==> src/rtl/dmem_lsu.sv <==
// Data-memory load/store unit: one core access at a time against a word-wide memory
// with combinational read. Define DMEM_LSU_MISALIGN_EN to reject misaligned accesses.
module dmem_lsu #(
  parameter int WORD_IDX_BITS = 8
) (
  input  logic        CLK,
  input  logic        RST,
  input  logic        REQ,
  input  logic        WE,
  input  logic [2:0]  FUNCT3,
  input  logic [31:0] ADDR,
  input  logic [31:0] WDATA_IN,
  output logic        BUSY,
  output logic        DONE,
  output logic        ERR,
  output logic [31:0] RDATA_OUT,
  output logic        AWVALID,
  output logic [31:0] AWADDR,
  output logic [31:0] WDATA,
  output logic [31:0] ARADDR,
  input  logic [31:0] RDATA
);

  typedef enum logic [1:0] {
    IDLE = 2'd0,
    RD   = 2'd1,
    WR   = 2'd2,
    RESP = 2'd3
  } state_t;

  state_t                   state_q;
  logic                     we_q;
  logic [2:0]               funct3_q;
  logic [WORD_IDX_BITS+1:0] addr_q;
  logic [31:0]              wdata_in_q;
  logic [31:0]              word_q;
  logic [31:0]              rdata_out_q;
  logic                     busy_q;
  logic                     done_q;
  logic                     err_q;
  logic                     awvalid_q;

  logic                     acc_err;
  logic [1:0]               lane;
  logic [31:0]              shifted;
  logic [31:0]              load_val;
  logic [31:0]              st_mask;
  logic [31:0]              st_data;
  logic [31:0]              merged;

  // Illegal codes and loads-only widths used for stores are always rejected.
  always_comb begin
    acc_err = 1'b0;
    case (funct3_q)
      3'b000, 3'b001, 3'b010: acc_err = 1'b0;
      3'b100, 3'b101:         acc_err = we_q;
      default:                acc_err = 1'b1;
    endcase
`ifdef DMEM_LSU_MISALIGN_EN
    if ((funct3_q[1:0] == 2'b01) && addr_q[0])
      acc_err = 1'b1;
    if ((funct3_q[1:0] == 2'b10) && (addr_q[1:0] != 2'b00))
      acc_err = 1'b1;
`endif
  end

  // Natural alignment is forced; with the misalign check enabled the forced
  // cases are already errors, so the same lane logic serves both builds.
  always_comb begin
    lane = addr_q[1:0];
    if (funct3_q[1:0] == 2'b01)
      lane[0] = 1'b0;
    else if (funct3_q[1:0] == 2'b10)
      lane = 2'b00;
  end

  always_comb begin
    shifted  = word_q >> {lane, 3'b000};
    load_val = word_q;
    case (funct3_q)
      3'b000:  load_val = {{24{shifted[7]}}, shifted[7:0]};
      3'b001:  load_val = {{16{shifted[15]}}, shifted[15:0]};
      3'b100:  load_val = {24'd0, shifted[7:0]};
      3'b101:  load_val = {16'd0, shifted[15:0]};
      default: load_val = word_q;
    endcase
  end

  always_comb begin
    st_mask = 32'hFFFF_FFFF;
    st_data = wdata_in_q;
    case (funct3_q[1:0])
      2'b00: begin
        st_mask = 32'h0000_00FF << {lane, 3'b000};
        st_data = {4{wdata_in_q[7:0]}};
      end
      2'b01: begin
        st_mask = 32'h0000_FFFF << {lane, 3'b000};
        st_data = {2{wdata_in_q[15:0]}};
      end
      default: begin
        st_mask = 32'hFFFF_FFFF;
        st_data = wdata_in_q;
      end
    endcase
    merged = (word_q & ~st_mask) | (st_data & st_mask);
  end

  always_ff @(posedge CLK or posedge RST) begin
    if (RST) begin
      state_q     <= IDLE;
      we_q        <= 1'b0;
      funct3_q    <= 3'b000;
      addr_q      <= '0;
      wdata_in_q  <= 32'd0;
      word_q      <= 32'd0;
      rdata_out_q <= 32'd0;
      busy_q      <= 1'b0;
      done_q      <= 1'b0;
      err_q       <= 1'b0;
      awvalid_q   <= 1'b0;
    end else begin
      case (state_q)
        IDLE: begin
          if (REQ) begin
            we_q       <= WE;
            funct3_q   <= FUNCT3;
            addr_q     <= ADDR[WORD_IDX_BITS+1:0];
            wdata_in_q <= WDATA_IN;
            busy_q     <= 1'b1;
            state_q    <= RD;
          end
        end
        RD: begin
          word_q <= RDATA;
          if (acc_err) begin
            err_q   <= 1'b1;
            done_q  <= 1'b1;
            state_q <= RESP;
          end else if (we_q) begin
            awvalid_q <= 1'b1;
            state_q   <= WR;
          end else begin
            err_q   <= 1'b0;
            done_q  <= 1'b1;
            state_q <= RESP;
          end
        end
        WR: begin
          awvalid_q <= 1'b0;
          err_q     <= 1'b0;
          done_q    <= 1'b1;
          state_q   <= RESP;
        end
        RESP: begin
          // The load result shown combinationally during RESP is held from here on.
          if (!we_q && !err_q)
            rdata_out_q <= load_val;
          done_q  <= 1'b0;
          err_q   <= 1'b0;
          busy_q  <= 1'b0;
          state_q <= IDLE;
        end
        default: begin
          state_q <= IDLE;
        end
      endcase
    end
  end

  assign BUSY      = busy_q;
  assign DONE      = done_q;
  assign ERR       = err_q;
  assign AWVALID   = awvalid_q;
  assign ARADDR    = 32'(addr_q[WORD_IDX_BITS+1:2]);
  assign AWADDR    = 32'(addr_q[WORD_IDX_BITS+1:2]);
  assign WDATA     = merged;
  assign RDATA_OUT = ((state_q == RESP) && !we_q && !err_q) ? load_val : rdata_out_q;

endmodule

==> config.mk <==
export PLATFORM = sky130hd
export DESIGN_NAME = dmem_lsu
export DESIGN_NICKNAME = d
export VERILOG_FILES = /design/src/rtl/dmem_lsu.sv
export SDC_FILE = /design/constraint.sdc
export NUM_CORES = 1
export LEC_CHECK = 0
export ABC_AREA = 1
export BUFFER_PORTS_ARGS = -buffer_cell sky130_fd_sc_hd__buf_2
export CAP_MARGIN = 10
export CORE_MARGIN = 10
export CORE_UTILIZATION = 45
export CTS_CLUSTER_DIAMETER = 60
export CTS_CLUSTER_SIZE = 25
export DETAILED_ROUTE_END_ITERATION = 16
export GPL_TIMING_DRIVEN = 0
export PLACE_DENSITY_LB_ADDON = 0.12
export SETUP_SLACK_MARGIN = 0.4
export SYNTH_ARGS = -nofsm -noshare
export SYNTH_HDL_FRONTEND = slang
export SYNTH_SLANG_ARGS = --single-unit
==> constraint.sdc <==
create_clock -name CLK -period 4.6 [get_ports CLK]
set_input_delay 0.92 -clock CLK [delete_from_list [all_inputs] [get_ports CLK]]
set_output_delay 0.92 -clock CLK [all_outputs]
set_load 0.02 [all_outputs]
# [Yosys cells after proc, flatten, opt, wreduce, memory -nomap -nowiden]
# Cells that the tools add are included.
# W data, S select, Z words.
[totals] regBits=116 wordCells=75 inputBits=103
[classes] shift=3 bitwise=4 n_eq_ne=13 reduce_logical=21 muxes=23
[op_table] operator="$pmux W32 S2" count=2
[op_table] operator="$pmux W32 S4" count=1
[op_table] operator="$and A32 B32 Y32" count=2
[op_table] operator="$mux W32" count=1
[op_table] operator="$not A32 Y32" count=1
[op_table] operator="$or A32 B32 Y32" count=1
[op_table] operator="$shl A16 B5 Y32 const A" count=1
[op_table] operator="$shl A8 B5 Y32 const A" count=1
[op_table] operator="$shr A32 B5 Y16" count=1
[op_table] operator="$mux W1" count=11
[op_table] operator="$reduce_and A2 Y1" count=5
[op_table] operator="$pmux W1 S2" count=4
[op_table] operator="$pmux W2 S4" count=1
[op_table] operator="$eq A2 B2 Y1 const B" count=3
[op_table] operator="$eq A3 B3 Y1 const B" count=2
[op_table] operator="$ne A2 B2 Y1 const B" count=3
[op_table] operator="$reduce_bool A2 Y1" count=3
[op_table] operator="$eq A2 B1 Y1 const B" count=2
[op_table] operator="$logic_not A2 Y1" count=2
[op_table] operator="$mux W2" count=2
[op_table] operator="$reduce_or A2 Y1" count=2
[op_table] operator="$eq A3 B1 Y1 const B" count=1
[op_table] operator="$eq A3 B2 Y1 const B" count=1
[op_table] operator="$logic_and A1 B1 Y1" count=3
[op_table] operator="other kinds (7)" count=8

# [Longest topological paths before layout]
# Gate-level depths: netlist of the first run.
[logic_depth] ltp_word=8 depth_mapped=12 ltp_nobuf=11

# [Least setup slack after synthesis of the first run]
# No wires, ideal clock.
[synth_timing] path_kind="flip-flop to output port" startpoint="register funct3_q[1]" endpoint="output RDATA_OUT[2]" stages_incl_launch_ff=10 slack_ps=1994 required_time_ps=3680 t_arrival_ps=1686 cell_sequence="dfrtp_1 buf_4 inv_4 nand2_2 nand3_2 inv_1 buf_2 o21ai_0 a21oi_1 o21ai_0"
[synth_via] elab_chain_len=6
[synth_rtl] item="from (decl)" line="33" source="logic [2:0] funct3_q;"
[synth_rtl] item="from (signal assigned)" line="113" source="funct3_q <= 3'b000;"
[synth_rtl] item="from (signal assigned)" line="127" source="funct3_q <= FUNCT3;"
[synth_rtl] item="$eq A2 B2 Y1" line="73" source="else if (funct3_q[1:0] == 2'b10)"
[synth_rtl] item="$mux W2" line="73"
[synth_rtl] item="$mux W1" line="71" source="if (funct3_q[1:0] == 2'b01)"
[synth_rtl] item="$shr A32 B5 Y16" line="78" source="shifted = word_q >> {lane, 3'b000};"
[synth_rtl] item="$pmux W32 S4 (*)" line="80" source="case (funct3_q)"
[synth_rtl] item="$mux W32 (*)" line="178" source="assign RDATA_OUT = ((state_q == RESP) && !we_q && !err_q) ? load_val : rdata_out_q;"
[synth_rtl] item="to (decl)" line="16" source="output logic [31:0] RDATA_OUT,"
# Every way passes the cells marked *; elsewhere a longest branch is shown, timed or not.

# [Worst setup path after layout of the first run]
[layout_timing] startpoint="register state_q[1]" endpoint="output RDATA_OUT[5]"
[layout_via] elab_chain_len=4
[layout_rtl] item="from (decl)" line="31" source="state_t state_q;"
[layout_rtl] item="from (signal assigned)" line="111" source="state_q <= IDLE;"
[layout_rtl] item="from (signal assigned)" line="131" source="state_q <= RD;"
[layout_rtl] item="from (signal assigned)" line="139" source="state_q <= RESP;"
[layout_rtl] item="$eq A2 B2 Y1" line="178"
[layout_rtl] item="$logic_and A1 B1 Y1 (2 in a row)" line="178"
[layout_rtl] item="$mux W32" line="178"
# No other way between the ends.

==> results of run 1 <==
## worst paths after layout
check | start | to | slack [ns] | cells after the start
min reg2reg | rdata_out_q[1] | rdata_out_q[1] | 0.47 | 2
max in group asynchronous | RST | word_q[16] | 3.41 | 3
max reg2reg | state_q[1] | word_q[29] | 2.58 | 6
min in group asynchronous | RST | rdata_out_q[28] | 0.51 | 2
min | rdata_out_q[1] | rdata_out_q[1] | 0.47 | 2
max | state_q[1] | RDATA_OUT[5] | 1.08 | 7
## final cells by class
type                            instances  share of cell area
Buffer                                111              0.0838
Clock buffer                           22              0.0571
Clock inverter                         10              0.0206
Inverter                               89              0.0403
Multi-Input combinational cell        614               0.329
Sequential cell                       116               0.342
Tap cell                              184              0.0271
Timing Repair Buffer                  165               0.100
## kinds of logic after synthesis
group                      Yosys count  share of synthesized area
muxes                                2                    0.00343
buffers and inverters              200                      0.160
adders and majority gates            5                    0.00953
other                                1                   0.000571
DFF                                116                      0.442
and+or+nand+nor                    394                      0.254
AOI/OAI and AO/OA                  165                      0.131
## worst reg2reg max path, cell delays in order, from the launching register on
cell      delay [ns]
dfrtp_1         0.41
inv_1           0.13
ha_1            0.15
clkbuf_1        0.46
clkbuf_1        0.52
nand2_1         0.13
o21ai_0         0.12
## state kept, by name, indices dropped and copies added (netlist names)
register,flops
word_q,32
rdata_out_q,32
funct3_q,3
state_q,2
wdata_in_q,32
DONE,1
we_q,1
addr_q,10
BUSY,1
AWVALID,1
ERR,1
## per-stage QoR
| stage | hold WS [ns] | instance area [sq um] |
|---|---|---|
| floorplan | 0.443 | 6740 |
| global placement | 0.455 | 7790 |
| detailed placement | 0.461 | 7820 |
| CTS | 0.476 | 8480 |
| global route | 0.491 | 8480 |
| finish | 0.473 | 8480 |
## placed cells by master, fill, tap and decap left out, types with 3 or more instances in the layout
cell type,instances
nand2_1,295
buf_2,171
dfrtp_1,116
o21ai_0,104
inv_1,84
buf_4,70
nand3_1,49
conb_1,48
a21oi_1,43
clkbuf_1,31
clkbuf_16,17
or2_2,16
nor2_1,12
nand4_1,10
a31oi_1,8
ha_1,5
clkinv_2,5
bufinv_16,5
nand2_2,4
a211oi_1,4
clkbuf_8,4
nand3_2,3
buf_6,3
## power by group through the flow
stage               Clock [W]  Combinational, W  Sequential (W)
floorplan                   0           0.00287         0.00175
global placement            0           0.00411         0.00186
detailed placement          0           0.00415         0.00187
CTS                   0.00150           0.00418         0.00185
global route          0.00154           0.00464         0.00192
finish                0.00149           0.00417         0.00187
## routing by layer
| metal | vias up | share of wire |
|---|---|---|
| li1 | 3161 | - |
| met1 | 2866 | 0.42 |
| met2 | 272 | 0.47 |
| met3 | 30 | 0.091 |
| met4 | 0 | 0.018 |
| met5 | - | 0 |
==> summary.txt, run 1 <==
Timing
  – Worst relative slew slack: 0.586
  – Final count of negative-setup-slack endpoints: 0
  – Tmin final: 3.52 ns
  – Worst slew pin tran: 0.620 ns
  – Final worst-path cycle share: 0.765
  – Clock Skew: about 0.0093 ns
  – RSZ-0062 raised after global routing: false
  – Final TNS setup: 0 ns
  – Final WS setup: about 1.1 ns
  – Final Max Slew Viols: 0
  – Final Hold Vio Count: 0
  – Fmax: approximately 280 MHz

Power
  – Internal Pwr Total: 0.00388 W
  – VDD IR max: 0.524 mV
  – Sequential power share: 0.248
  – Power, Total: roughly 0.0075 W
  – Combinational power share: 0.554
  – Clock power share: 0.198
  – Leakage: between 4 and 5 nW
  – Pwr Density: between 800 and 900 mW/mm^2
  – Switching component of the power: between 0.003 and 0.004 W
  – Sw Ratio: 0.484

Outcome
  – Status: completed

Synthesis
  – Register area share after synthesis: 0.442
  – Avg Cell Area, Syn: roughly 7.4 sq um
  – Synthesized area: around 0.0066 sq mm
  – Asr flop ratio synth: 1.00
  – Yosys reg bits: between 100 and 150
  – Cell with the most instances after synthesis: nand2_1
  – Post-synth top area share: 0.442
  – Synth cell types: 35
  – Synth Instances: between 800 and 900
  – Post-synth EDFFs: 0
  – Synth area leaders: dfrtp_1 (44%), nand2_1 (17%), buf_4 (8.0%), o21ai_0 (7.9%), inv_1 (4.9%)
  – Ys Warns: 0
  – Synth area leader: dfrtp_1
  – Primary FF master, synth: dfrtp_1
  – Most frequent cells after synthesis: nand2_1 (295), dfrtp_1 (116), o21ai_0 (104)

Global route
  – GRT met3 Usage: 0.0635
  – M1 GR Usage: 0.274
  – M2 GR Usage: 0.348
  – Initial antenna violation count: 0
  – First-pass GRT wire length: 34300 microns
  – Grt peak-use layer: met2
  – GRT Util Overall: 0.217
  – Vias in the first global route: roughly 6.5k
  – Largest net degree at the start of global routing: 74
  – Grt total ovfl: 0

Setup path
  – CP peak stage delay: roughly 0.5 ns
  – CP cell instances: ha_1 > inv_1 > nor3_2 > clkbuf_1 > nand2_1 > o21ai_0 > buf_2
  – Crit. End Element: primary output
  – Crit Path Class: reg2out
  – Slowest-stage cell, CP: clkbuf_1
  – CP arrival: 2.60 ns
  – Bufs and invs on worst path: 3
  – Critical Path RT: between 3 and 4 ns
  – Crit path max-delay family: buffers and inverters
  – Setup crit start kind: flop
  – Max FO, Critical Path: 10

Clock network
  – Setup bufs post-CTS: 0
  – Num CTS Buffers: 17
  – Root Driver: clkbuf_16
  – CTS Hold Bufs: 0
  – Clock-pin slew on the worst setup and hold paths: roughly 0.050 ns
  – CTS H-tree depth: 4
  – Bufs on Longest Clock Path: 2
  – Clk Latency, worst-skew pair: 0.43 ns
  – Clock sinks: about 120
  – CTS tree: built
  – Post-cts repair resize count: 0

Placed design
  – Detailed placement HPWL: ~17000 microns
  – Pre-CTS setup slack: 1.51 ns
  – Port bufs: between 150 and 200
  – GP Congestion: ~0.95
  – Placed cells: roughly 1.3k

Min path
  – Hold WC Path Type: reg2reg

Floorplanning
  – I/O pin count: 235
  – Starting Density: 0.455
  – Die ar.: around 0.020 sq mm
  – Core box area: about 0.014 sq mm
  – Site Rows: 44
  – Die Wd: roughly 140 microns
  – Die H: roughly 140 microns

Drt
  – Routed Antenna Nets: 0
  – Via density: 4.83
  – Vias: roughly 6.3k
  – Final wirelength: 21500 microns
  – # DRC: 0
  – Drt pass-1 iters: 5
  – Iter 0 DRT Violations: 504
  – Wire length per cell: 16.4 microns

Layout
  – Filler cell count: between 1k and 1.5k
  – Final Non-Filler Cells: between 1k and 1.5k
  – Register area: between 0.002 and 0.003 sq mm
  – Area delta synth->final: 29.2%
  – Ratio of cells with drive above 1 in the final layout: 0.275
  – Post-layout net count: between 1k and 1.5k
  – N_diodes: 0
  – Multi-input logic area: 0.00279 sq mm
  – Final design utilization: 0.588

Job
  – Max Cap Viol: 0
Power figures use the tool's default switching activity.
==> inputs of run 2 (changes only) <==
==> constraint.sdc (replaced) <==
create_clock -name CLK -period 3.6 [get_ports CLK]
set_input_delay 0.72 -clock CLK [delete_from_list [all_inputs] [get_ports CLK]]
set_output_delay 0.72 -clock CLK [all_outputs]
set_load 0.02 [all_outputs]
==> run 2 against run 1 <==
  * Core utilization up 0.19 points
  * Clock skew fell by 0.0013 ns
  * Via count rose by 1.2%
  * Combinational power increased by 29%
  * Cell count rose by 0.31%
  * Global-route usage shrank 0.074 points
  * Setup slack worse by 0.59 ns
  * Critical path depth grew 1
  * Critical path type unchanged
  * Highest routed layer unchanged
==> summary.txt, run 2 (synthesized netlist as in run 1, its figures left out) <==
Floorplanning
  – Die Wd: 141 microns (unchanged)
  – Die H: 141 microns (unchanged)
  – Core box area: 0.0144 sq mm (unchanged)
  – Starting Density: 0.455 (unchanged)
  – Site Rows: 44 (unchanged)
  – I/O pin count: 235 (unchanged)
  – Die ar.: 0.0198 sq mm (unchanged)

Min path
  – Hold WC Path Type: in2async (was reg2reg)

Setup path
  – FF-to-FF End: word_q[29] (unchanged)
  – Critical Path RT: 2.88 ns (was 3.68 ns)
  – Setup crit start kind: flop (unchanged)
  – CP arrival: 2.39 ns (was 2.60 ns)
  – Reg2reg path depth: 6 (unchanged)
  – R2R setup slack: 1.63 ns (was 2.58 ns)
  – RR Startpoint: state_q[1] (unchanged)
  – Max FO, Critical Path: 10 (unchanged)
  – Crit Path Class: reg2out (unchanged)
  – Crit. End Element: primary output (unchanged)

Clock network
  – CTS H-tree depth: 4 (unchanged)
  – Clock-pin slew on the worst setup and hold paths: 0.06 ns (was 0.05 ns)
  – CTS Hold Bufs: 0 (unchanged)
  – Clk Latency, worst-skew pair: 0.42 ns (was 0.43 ns)
  – Clock sinks: 116 (unchanged)
  – Bufs on Longest Clock Path: 2 (unchanged)
  – Root Driver: clkbuf_16 (unchanged)
  – CTS tree: built (unchanged)
  – Num CTS Buffers: 17 (unchanged)

Placed design
  – GP Congestion: 0.959 (was 0.952)
  – Port bufs: 164 (unchanged)
  – DP Area: 0.00784 sq mm (was 0.00782 sq mm)
  – Detailed placement HPWL: 16900 microns (was 16600 microns)

Drt
  – Via density: 4.87 (was 4.83)
  – # DRC: 0 (unchanged)
  – Vias: 6402 (was 6329)
  – Routed Antenna Nets: 0 (unchanged)
  – Final wirelength: 21600 microns (was 21500 microns)
  – Drt pass-1 iters: 5 (unchanged)
  – Wire length per cell: 16.4 microns (about the same)
  – Iter 0 DRT Violations: 560 (was 504)

Global route
  – GRT Util Overall: 0.217 (about the same)
  – Initial antenna violation count: 1 (was 0)
  – Largest net degree at the start of global routing: 42 (was 74)
  – Grt total ovfl: 0 (unchanged)
  – Vias in the first global route: 6467 (was 6494)
  – First-pass GRT wire length: 34100 microns (was 34300 microns)

Timing
  – Fmax: roughly 320 MHz
  – Final count of negative-setup-slack endpoints: 0 (unchanged)
  – Tmin final: between 3 and 4 ns
  – Clock Skew: 0.00802 ns (was 0.00933 ns)
  – Final Max Slew Viols: 0 (unchanged)
  – RSZ-0062 raised after global routing: true (was false)
  – Final TNS setup: 0 ns (unchanged)
  – Worst relative slew slack: 0.429 (was 0.586)
  – Final Hold Vio Count: 0 (unchanged)
  – Final worst-path cycle share: 0.863
  – Worst slew pin tran: 0.854 ns (was 0.620 ns)

Power
  – VDD IR max: 0.633 mV (was 0.524 mV)
  – Leakage: 4.72 nW (was 4.70 nW)
  – Pwr Density: 1130 mW/mm^2 (was 887 mW/mm^2)

Layout
  – Ratio of cells with drive above 1 in the final layout: 0.282 (was 0.275)
  – Most common cell after layout, fill and taps aside: nand2_1 (unchanged)
  – Post-Layout Inst Area: 0.00851 sq mm (was 0.00848 sq mm)
  – Regs by FF count: rdata_out_q: 32 flops, wdata_in_q: 32 flops, word_q: 32 flops (unchanged)
  – Most frequent cells in the layout: nand2_1 (295), buf_2 (172), dfrtp_1 (116) (was nand2_1 (295), buf_2 (171), dfrtp_1 (116))
  – Post-layout net count: 1225 (was 1222)
  – Area delta synth->final: 29.7% (was 29.2%)

Job
  – Max Cap Viol: 0 (unchanged)

Outcome
  – Status: completed (unchanged)
-- run 2: cell types whose count changed in the layout (fill, tap and decap cells not counted), sizes merged --
cell	delta
clkinv	-1
diode	+1
inv	-1
buf	+4
clkinvlp	+2
clkbuf	-1
-- run 2: area by class of cell --
| class | instances | area, sq um |
|---|---|---|
| fill | 1444 | 5910 |
| sequential | 116 | 2900 |
| multi-input combinational | 614 | 2800 |
| timing repair buffer | 168 | 876 |
| buffer | 111 | 721 |
| clock buffer | 22 | 464 |
| inverter | 89 | 340 |
| tap | 184 | 230 |
| clock inverter | 10 | 178 |
| antenna | 1 | 2.50 |
-- run 2: metal layers --
layer | up-vias | wire length, microns | share of wire | GRT usage
met3 | 29 | 1920 | 0.089 | 0.0732
li1 | 3171 | - | - | -
met2 | 281 | 10200 | 0.47 | 0.351
met1 | 2921 | 9040 | 0.42 | 0.265
met5 | - | 0 | 0 | 0
met4 | 0 | 391 | 0.018 | 0.0712
-- run 2: through the flow --
| step | std cells | utilization | setup slack [ns] | hold slack [ns] | total power [W] |
|---|---|---|---|---|---|
| after floorplan | 930 | - | 1.19 | 0.443 | 0.00590 |
| after global placement | 1278 | 0.540 | 0.614 | 0.456 | 0.00762 |
| after detailed placement | 1280 | 0.543 | 0.716 | 0.461 | 0.00770 |
| after CTS | 1312 | 0.588 | 0.403 | 0.476 | 0.00958 |
| after global routing | 1315 | 0.590 | 0.359 | 0.486 | 0.0104 |
| final | 1315 | 0.590 | 0.493 | 0.470 | 0.00960 |
-- run 2: critical path: stages (launching register included) --
cell and delay [ns]:
dfrtp_1 0.36, buf_4 0.17, nor2_1 0.41, buf_2 0.29, nand2_1 0.08, o21ai_0 0.08
a21oi_1 0.07, o21ai_0 0.28, buf_2 0.23
-- run 2: how the worst max path moves through the flow --
stage	to	depth (start not counted)	startpoint
after floorplan	RDATA_OUT[2]	9	funct3_q[1]
after global placement	wdata_in_q[17]	2	RST
after detailed placement	RDATA_OUT[6]	7	state_q[1]
after CTS	RDATA_OUT[8]	9	state_q[1]
after global routing	RDATA_OUT[19]	10	state_q[1]
final	WDATA[28]	8	funct3_q[1]
-- run 2: power breakdown --
| group | switching (W) | total, W | internal [W] |
|---|---|---|---|
| sequential | 0.000451 | 0.00239 | 0.00194 |
| combinational | 0.00361 | 0.00536 | 0.00176 |
| clock | 0.000590 | 0.00185 | 0.00126 |
-- run 2: timing repair --
item	4_1_cts	5_1_grt
endpoints found under the setup margin	4	45
gates resized for setup	1	19
buffers inserted	0	2
endpoints found under the hold margin	0	0
pin swaps	0	1
==> inputs of run 3 (changes only) <==
--- a/config.mk
+++ b/config.mk
@@ -5,7 +5,7 @@
 export SDC_FILE = /design/constraint.sdc
 export NUM_CORES = 1
 export LEC_CHECK = 0
-export ABC_AREA = 1
+export ABC_AREA = 0
 export BUFFER_PORTS_ARGS = -buffer_cell sky130_fd_sc_hd__buf_2
 export CAP_MARGIN = 10
 export CORE_MARGIN = 10
==> run 3 against run 2 <==
  * Critical endpoint is now RDATA_OUT[14]
  * Cell count shrank 19%
  * Combinational power grew 5.0%
  * Area after synthesis shrank 0.76%
  * Die area shrank 0.66%
  * Sequential cell count is the same
  * Synthesized cell count shrank 28%
  * Power grew 5.3%
  * Critical path depth is the same
  * Clock skew is essentially flat
  * Wire length shrank 0.97%
  * Setup slack lost 0.050 ns
  * Final area grew 1.4%
==> summary.txt, run 3 <==
Floorplanning
  – Die H: 140 microns (was 141 microns)
  – Site Rows: 43 (was 44)
  – Core box area: 0.0140 sq mm (was 0.0144 sq mm)
  – Die ar.: 0.0197 sq mm (was 0.0198 sq mm)
  – Starting Density: 0.464 (was 0.455)
  – Die Wd: 140 microns (was 141 microns)
  – I/O pin count: 235 (unchanged)

Setup path
  – Worst Setup EP: RDATA_OUT[14] (was WDATA[28])
  – RR Startpoint: state_q[0] (was state_q[1])
  – Worst path depth: 8 (unchanged)
  – Reg2reg path depth: 5 (was 6)
  – Crit Path Class: reg2out (unchanged)
  – R2R setup slack: 1.23 ns (was 1.63 ns)
  – Cell repeated most along the worst path: buf_6
  – Worst Setup SP: funct3_q[1] (unchanged)
  – CP arrival: 2.44 ns (was 2.39 ns)
  – Max FO, Critical Path: 10 (unchanged)
  – Crit path max-delay family: compound AO/OA/AOI/OAI gates (was buffers and inverters)
  – Bufs and invs on worst path: 3 (unchanged)
  – Setup crit start kind: flop (unchanged)
  – CP cell instances: buf_6 > nand2b_2 > o211a_1 > a41o_1 > a31oi_4 > buf_6 > a21oi_2 > buf_4 (was buf_4 > nor2_1 > buf_2 > nand2_1 > o21ai_0 > a21oi_1 > o21ai_0 > buf_2)
  – Crit. End Element: primary output (unchanged)
  – Critical Path RT: 2.88 ns (about the same)
  – CP peak stage delay: 0.39 ns (was 0.41 ns)
  – Slowest-stage cell, CP: dfrtp_1 (was nor2_1)
  – FF-to-FF End: wdata_in_q[26] (was word_q[29])

Synthesis
  – Register area share after synthesis: 0.446 (was 0.442)
  – Post-synth EDFFs: 0 (unchanged)
  – Synth area leader: dfrtp_1 (unchanged)
  – Primary FF master, synth: dfrtp_1 (unchanged)
  – Synth cell types: 45 (was 35)
  – Ys Warns: 0 (unchanged)
  – Synthesized area: 0.00651 sq mm (was 0.00656 sq mm)
  – Cell with the most instances after synthesis: dfrtp_1 (was nand2_1)
  – Synth Instances: 638 (was 883)
  – Asr flop ratio synth: 1.00 (unchanged)
  – Yosys reg bits: 116 (unchanged)
  – Post-synth top area share: 0.446 (was 0.442)
  – Avg Cell Area, Syn: 10.2 sq um (was 7.43 sq um)
  – Synth area leaders: dfrtp_1 (45%), mux2_2 (14%), buf_4 (8.0%), mux2i_1 (5.1%), nand3_1 (3.8%) (was dfrtp_1 (44%), nand2_1 (17%), buf_4 (8.0%), o21ai_0 (7.9%), inv_1 (4.9%))
  – Most frequent cells after synthesis: dfrtp_1 (116), mux2_2 (79), buf_4 (69) (was nand2_1 (295), dfrtp_1 (116), o21ai_0 (104))

Power
  – Power, Total: 0.0101 W (was 0.00960 W)
  – Leakage: 4.21 nW (was 4.72 nW)
  – Pwr Density: 1170 mW/mm^2 (was 1130 mW/mm^2)
  – VDD IR max: 0.786 mV (was 0.633 mV)

Layout
  – Area delta synth->final: 32.5% (was 29.7%)
  – Ratio of cells with drive above 1 in the final layout: 0.454 (was 0.282)
  – Final design utilization: 0.615 (was 0.590)
  – N_diodes: 0 (was 1)
  – Regs by FF count: rdata_out_q: 32 flops, wdata_in_q: 32 flops, word_q: 32 flops (unchanged)
  – Filler cell count: 1187 (was 1444)
  – Most frequent cells in the layout: buf_2 (164), dfrtp_1 (115), buf_4 (82) (was nand2_1 (295), buf_2 (172), dfrtp_1 (116))
  – Most common cell after layout, fill and taps aside: buf_2 (was nand2_1)
  – Post-layout net count: 980 (was 1225)

Timing
  – Worst slew pin tran: 0.832 ns (was 0.854 ns)
  – Tmin final: 3.16 ns (was 3.11 ns)
  – Final Hold Vio Count: 0 (unchanged)
  – RSZ-0062 raised after global routing: true (unchanged)
  – Worst relative slew slack: 0.444 (was 0.429)
  – Final TNS setup: 0 ns (unchanged)
  – Clock Skew: 0.00830 ns (was 0.00802 ns)
  – Hold_ws: 0.460 ns (was 0.470 ns)
  – Final Max Slew Viols: 0 (unchanged)
  – Final count of negative-setup-slack endpoints: 0 (unchanged)
  – Final worst-path cycle share: 0.877 (was 0.863)
  – Fmax: 317 MHz (was 322 MHz)

Min path
  – Hold WC Path Type: in2async (unchanged)

Drt
  – Final wirelength: 21400 microns (was 21600 microns)
  – Wire length per cell: 20.1 microns (was 16.4 microns)
  – Iter 0 DRT Violations: 560 (unchanged)
  – Via density: 5.37 (was 4.87)
  – # DRC: 0 (unchanged)
  – Routed Antenna Nets: 0 (unchanged)
  – Vias: 5711 (was 6402)
  – Drt pass-1 iters: 5 (unchanged)

Clock network
  – Clock-pin slew on the worst setup and hold paths: 0.05 ns (was 0.06 ns)
  – Clock sinks: 116 (unchanged)
  – CTS H-tree depth: 4 (unchanged)
  – Num CTS Buffers: 17 (unchanged)
  – CTS tree: built (unchanged)
  – Root Driver: clkbuf_16 (unchanged)
  – Clk Latency, worst-skew pair: 0.42 ns (about the same)
  – Bufs on Longest Clock Path: 2 (unchanged)

Global route
  – Largest net degree at the start of global routing: 44 (was 42)
  – GRT Util Overall: 0.212 (was 0.217)
  – Vias in the first global route: 5788 (was 6467)
  – First-pass GRT wire length: 32900 microns (was 34100 microns)
  – Initial antenna violation count: 0 (was 1)
  – Grt total ovfl: 0 (unchanged)

Outcome
  – Status: completed (unchanged)

Placed design
  – Port bufs: 164 (unchanged)
  – GP Congestion: 0.933 (was 0.959)
  – Detailed placement HPWL: 16600 microns (was 16900 microns)

Job
  – Max Cap Viol: 0 (unchanged)
==> run 3: changes by cell type after synthesis, sizes merged, moves of 7 or more <==
cell    before  now
a21oi       44   37
a221o        0   11
clkbuf      30   23
inv         88   15
mux2         2   79
mux2i        0   33
nand2      300   53
nand3b       0   10
nand4       10    1
nor2        12   23
o21ai      106   44
o221ai       0    7
o22ai        1   14
or2         16    2
==> run 3: layout make-up <==
type	instances	area, sq um	share of cell area
buffer	106	718	0.0832
clock buffer	22	474	0.0550
clock inverter	9	175	0.0203
inverter	15	60.1	0.00696
multi-input combinational	448	3180	0.368
sequential	116	2900	0.337
tap	180	225	0.0261
timing repair buffer	168	896	0.104
==> run 3: layer usage <==
layer / up-vias / routed length, microns / global-route usage / share of wire
met5: - / 0 / 0 / 0
met4: 0 / 407 / 0.0707 / 0.019
met3: 33 / 1820 / 0.0723 / 0.085
met2: 258 / 9970 / 0.336 / 0.47
met1: 2784 / 9160 / 0.265 / 0.43
li1: 2636 / - / - / -
==> run 3: metrics by stage <==
step	area, sq um	cells	setup WS (ns)
2_1_floorplan	6690	685	0.984
3_3_place_gp	7740	1029	0.524
3_5_place_dp	7780	1031	0.456
4_1_cts	8490	1062	0.353
5_1_grt	8630	1064	0.350
6_report	8630	1064	0.443
==> run 3: cell families after synthesis <==
logic type / count (synthesis) / share of synthesized area
multiplexers: 112 / 0.187
other: 1 / 0.000576
buffers and inverters: 121 / 0.113
adder cells (fa/ha/maj): 5 / 0.00960
AND/OR/NAND/NOR: 152 / 0.115
flip-flops: 116 / 0.446
AO/OA/AOI/OAI: 131 / 0.128
==> run 3: worst min path at each step <==
stage | from | depth (start not counted) | endpoint
3_5_place_dp | rdata_out_q[29] | 2 | rdata_out_q[29]
5_1_grt | RST | 2 | ERR
3_3_place_gp | rdata_out_q[21] | 2 | rdata_out_q[21]
2_1_floorplan | rdata_out_q[7] | 2 | rdata_out_q[7]
6_report | RST | 2 | rdata_out_q[12]
4_1_cts | RST | 2 | rdata_out_q[12]
==> run 3: timing repair <==
action | CTS | global route
resized for setup | 18 | 43
setup endpoints to repair | 36 | 39
buffers inserted | 0 | 2
hold buffers | 0 | 0
pin swaps | 0 | 3
==> run 3: power breakdown <==
group / internal (W) / switching (W)
Clock: 0.00128 / 0.000577
Sequential: 0.00197 / 0.000659
Combinational: 0.00223 / 0.00340
Total: 0.00548 / 0.00463
